## src/rtl/cond_it_unit.sv

```systemverilog
// ARM condition check stage with NZCV register and Thumb-2 IT tracking.
// Optional FLAG_BYPASS_EN forwards same-cycle flag writes into evaluation.
module cond_it_unit #(
   parameter int unsigned IT_MAX      = 4,
   parameter bit          RESERVED_NV = 1'b0,
   parameter logic [3:0]  FLAG_RESET  = 4'h0
) (
   input  logic       clk,
   input  logic       reset,
   input  logic       flag_we,
   input  logic [3:0] flag_in,
   output logic [3:0] flags,
   input  logic       inst_valid,
   input  logic [3:0] inst_cond,
   output logic       inst_ready,
   input  logic       it_start,
   input  logic [3:0] it_firstcond,
   input  logic [3:0] it_mask,
   output logic       it_active,
   output logic [2:0] it_remaining,
   output logic       it_err,
   output logic       exec_valid,
   input  logic       exec_ready,
   output logic       exec_pass,
   output logic [3:0] exec_cond,
   output logic       exec_in_it
);

   logic [7:0] itstate;
   logic       accept;
   logic [2:0] start_len;
   logic       start_ok;
   logic [3:0] applied_cond;
   logic [3:0] eval_flags;

   // Position of the lowest set mask bit gives the instructions left.
   function automatic logic [2:0] blk_len(input logic [3:0] m);
      logic [2:0] n;
      if (m[0])      n = 3'd4;
      else if (m[1]) n = 3'd3;
      else if (m[2]) n = 3'd2;
      else if (m[3]) n = 3'd1;
      else           n = 3'd0;
      return n;
   endfunction

   function automatic logic cond_pass(input logic [3:0] cc,
                                      input logic [3:0] f);
      logic n, z, c, v, r;
      {n, z, c, v} = f;
      case (cc)
         4'h0:    r = z;
         4'h1:    r = !z;
         4'h2:    r = c;
         4'h3:    r = !c;
         4'h4:    r = n;
         4'h5:    r = !n;
         4'h6:    r = v;
         4'h7:    r = !v;
         4'h8:    r = c && !z;
         4'h9:    r = !c || z;
         4'hA:    r = (n == v);
         4'hB:    r = (n != v);
         4'hC:    r = !z && (n == v);
         4'hD:    r = z || (n != v);
         4'hE:    r = 1'b1;
         default: r = !RESERVED_NV;
      endcase
      return r;
   endfunction

   assign inst_ready   = !exec_valid || exec_ready;
   assign accept       = inst_valid && inst_ready;
   assign it_active    = (itstate[3:0] != 4'h0);
   assign it_remaining = blk_len(itstate[3:0]);
   assign start_len    = blk_len(it_mask);
   assign start_ok     = !it_active && (it_mask != 4'h0) &&
                         (32'(start_len) <= IT_MAX);
   assign applied_cond = it_active ? itstate[7:4] : inst_cond;

`ifdef FLAG_BYPASS_EN
   assign eval_flags = flag_we ? flag_in : flags;
`else
   assign eval_flags = flags;
`endif

   always_ff @(posedge clk) begin
      if (reset) begin
         flags      <= FLAG_RESET;
         itstate    <= 8'h00;
         it_err     <= 1'b0;
         exec_valid <= 1'b0;
         exec_pass  <= 1'b0;
         exec_cond  <= 4'h0;
         exec_in_it <= 1'b0;
      end else begin
         if (flag_we)
            flags <= flag_in;
         it_err <= it_start && !start_ok;
         if (accept) begin
            exec_valid <= 1'b1;
            exec_cond  <= applied_cond;
            exec_pass  <= cond_pass(applied_cond, eval_flags);
            exec_in_it <= it_active;
            if (it_active) begin
               if (itstate[2:0] == 3'b000)
                  itstate <= 8'h00;
               else
                  itstate[4:0] <= {itstate[3:0], 1'b0};
            end
         end else if (exec_ready) begin
            exec_valid <= 1'b0;
         end
         // A start is only accepted while idle, so it never races an advance.
         if (it_start && start_ok)
            itstate <= {it_firstcond, it_mask};
      end
   end

endmodule
```

## config.mk

```make
export PLATFORM = sky130hd
export DESIGN_NAME = cond_it_unit
export DESIGN_NICKNAME = d
export VERILOG_FILES = /design/src/rtl/cond_it_unit.sv
export SDC_FILE = /design/constraint.sdc
export NUM_CORES = 1
export LEC_CHECK = 0
export BUFFER_PORTS_ARGS = -buffer_cell sky130_fd_sc_hd__buf_2
export CORE_UTILIZATION = 48
export CTS_CLUSTER_SIZE = 40
export DETAILED_ROUTE_END_ITERATION = 10
export PLACE_DENSITY = 0.82
export SYNTH_ARGS = -nofsm -noshare
export SYNTH_HDL_FRONTEND = slang
export SYNTH_SLANG_ARGS = --single-unit
```

## constraint.sdc

```tcl
create_clock -name clk -period 2.7 [get_ports clk]
set_input_delay 0.135 -clock clk [delete_from_list [all_inputs] [get_ports clk]]
set_output_delay 0.135 -clock clk [all_outputs]
set_load 0.03 [all_outputs]
```

==> impl_metrics.sql <==
INSERT INTO impl_metrics (metric_group, metric, value, unit) VALUES
('outcome', 'status', 'completed', ''),
('setup_path', 'critical_path.reg2reg.startpoint', 'itstate[2]', ''),
('setup_path', 'required', '2.89', 'ns'),
('routing', 'drt_iter0_drc', '43', ''),
('routing', 'routedWlPerCell', '12.6', 'µm'),
('sta', 'clock.fmax', '0.409', 'GHz'),
('floorplan', 'area_of_the_die', '0.00241', 'mm²'),
('setup_path', 'kind_of_start_point_of_the_critical_path', 'flip-flop', ''),
('pwr', 'power.share.combinational', '0.379', ''),
('pwr', 'vdd.ir_drop.worst', '0.427', 'mV'),
('sta', 'finalClockSkew', '0.00901', 'ns'),
('final_layout', 'fillCellCount', '191', ''),
('global_routing', 'gr-usage-met3', '0.0374', ''),
('logic_synthesis', 'register_bit_total_from_synthesis', '20', ''),
('worst_hold_path', 'hold_path_class', 'primary input to flip-flop', ''),
('global_routing', 'maximum_number_of_pins_on_one_net_before_global_route_repair', '22', ''),
('global_routing', 'met2_usage', '0.377', ''),
('setup_path', 'crit_start', 'itstate[2]', ''),
('clock_network', 'clkSinkCount', '20', ''),
('place', 'placement.io_buffers', '38', ''),
('job', 'max_cap_violations', '0', ''),
('sta', 'drv_slew', '0', ''),
('logic_synthesis', 'yosysMostFrequentCell', 'nor2_1', ''),
('pwr', 'power_frac_clock', '0.172', ''),
('global_routing', 'first_pass_grt_wire_length', '3970', 'µm'),
('logic_synthesis', 'post_synth_mux_area_share', '0.111', ''),
('logic_synthesis', 'synth_top_family_by_area', 'simple AND/OR/NAND/NOR gates', ''),
('logic_synthesis', 'postSynth.asyncResetShare', '0', ''),
('logic_synthesis', 'synth_warnings', '0', ''),
('clock_network', 'clk_pin_slew_worst_paths', '0.11', 'ns'),
('sta', 'min_period', '2.45', 'ns'),
('global_routing', 'globalRouteMet1Util', '0.257', ''),
('worst_hold_path', 'worstHoldStart', 'flag_in[3]', ''),
('logic_synthesis', 'synthesis.area', '0.00106', 'mm²'),
('setup_path', 'setup.worst_path.class', 'flip-flop to flip-flop', ''),
('clock_network', 'cts_post_setup_buffers_inserted', '0', ''),
('clock_network', 'ctsResizeCount', '0', ''),
('place', 'place_congestion', '0.793', ''),
('global_routing', 'grt_busiest_layer', 'met2', ''),
('clock_network', 'clk_latency', '0.29', 'ns'),
('sta', 'finalSetupViolCount', '0', ''),
('floorplan', 'std_cell_rows', '16', ''),
('clock_network', 'cts_tree', 'yes', ''),
('setup_path', 'timing.critical_path.to_type', 'flip-flop', ''),
('routing', 'drc', '0', ''),
('final_layout', 'flow.area_growth_from_synthesis', '20.1', '%'),
('global_routing', 'antenna_found_initial', '0', ''),
('global_routing', 'first_global_vias', '924', ''),
('logic_synthesis', 'post-synth-top-area-cell', 'dfxtp_1', ''),
('global_routing', 'globalRoute.totalOverflow', '0', ''),
('logic_synthesis', 'main_flop_type_after_synthesis', 'dfxtp_1', ''),
('logic_synthesis', 'syn_inst', '124', ''),
('place', 'detailedPlace.worstSlack', '0.325', 'ns'),
('routing', 'vias', '1021', ''),
('logic_synthesis', 'synth-simple-area-share', '0.272', ''),
('clock_network', 'post_cts_hold_buffer_count', '0', ''),
('pwr', 'cellLeakagePower', '0.602', 'nW'),
('pwr', 'power_switching_share', '0.367', ''),
('pwr', 'sequentialPowerShare', '0.448', ''),
('logic_synthesis', 'post_synth_fa_ha_maj_area_fraction', '0', ''),
('pwr', 'power_report.internal_total', '0.000494', 'W'),
('logic_synthesis', 'syn_nets', '146', ''),
('final_layout', 'finish.utilization', '0.632', ''),
('routing', 'drt_first_pass_iters', '4', ''),
('sta', 'tns', '0', 'ns'),
('logic_synthesis', 'number_of_enable_flip_flop_cells_after_synthesis', '0', ''),
('floorplan', 'design.core.area', '0.00202', 'mm²'),
('floorplan', 'design.portCount', '39', ''),
('clock_network', 'cts_made_buffers', '3', ''),
('pwr', 'p_sw', '0.000287', 'W'),
('logic_synthesis', 'post-synth-top-area-fraction', '0.376', '');
## final cells by class
cell class / count / area (µm²) / share of cell area
well taps: 27 / 33.8 / 0.0264
flip-flops and latches: 20 / 400 / 0.313
clock buffers: 3 / 22.5 / 0.0176
repair buffers: 40 / 205 / 0.161
inverters: 4 / 15.0 / 0.0118
multi-input cells: 92 / 601 / 0.470
## critical path, stage by stage, from the launching register on
cell	delay [ns]
dfxtp_1	0.38
nor4_4	0.35
mux2i_2	0.47
mux2i_1	0.35
nor3b_1	0.09
or4_4	0.49
o41ai_2	0.22
## power groups by stage
stage / Clock (W) / Sequential, W / Combinational (W)
2_1_floorplan: 0 / 0.000383 / 0.000194
3_5_place_dp: 0 / 0.000357 / 0.000294
5_1_grt: 0.000151 / 0.000355 / 0.000324
3_3_place_gp: 0 / 0.000355 / 0.000289
4_1_cts: 0.000139 / 0.000350 / 0.000295
6_report: 0.000135 / 0.000350 / 0.000296
## state kept, by name (all words and copies together), names as in the netlist
register,flops
exec_cond,4
exec_pass,1
exec_in_it,1
it_err,1
flags,4
itstate,8
exec_valid,1
## worst paths after layout
check | endpoint | slack, ns | cells past startpoint
worst max-delay path | exec_pass | 0.25 | 6
worst min-delay path | flags[3] | 0.07 | 3
worst max register to register | exec_pass | 0.25 | 6
worst min register to register | exec_cond[2] | 0.50 | 2
## metrics by stage
step	instances	total power, W	cell area [µm²]
floorplan	124	0.000577	1060
global placement	183	0.000644	1250
detailed placement	183	0.000651	1250
CTS	186	0.000784	1280
global route	186	0.000829	1280
finish	186	0.000782	1280
## per-layer routing
| metal | routed length [µm] | vias to the layer above |
|---|---|---|
| li1 | - | 515 |
| met1 | 1080 | 465 |
| met2 | 1130 | 35 |
| met3 | 113 | 6 |
| met4 | 31 | 0 |
| met5 | 0 | - |
## cells in the final DEF (no fill, tap or decap), drive strengths merged
master   n
nor3     5
or3      2
o21ai    3
and2     1
a211oi   6
xnor2    1
a21oi    5
nand3    1
nor3b    4
nand2    8
nand3b   3
nor2    22
buf     40
and3     2
mux2i   11
clkbuf   3
a31oi    2
a22oi    6
xor2     1
or2      1
o41ai    1
o211a    1
nor4     3
nand2b   1
inv      4
or4      1
o31ai    1
dfxtp   20
## logic make-up (layout without fill, tap and decap cells)
family	count (synthesis)	count (layout)
compound gates	25	25
xor+xnor	2	2
buf+inv	12	47
flops	20	20
mux	11	11
simple gates	54	54
Note: power is estimated with default switching activity, not from simulation.
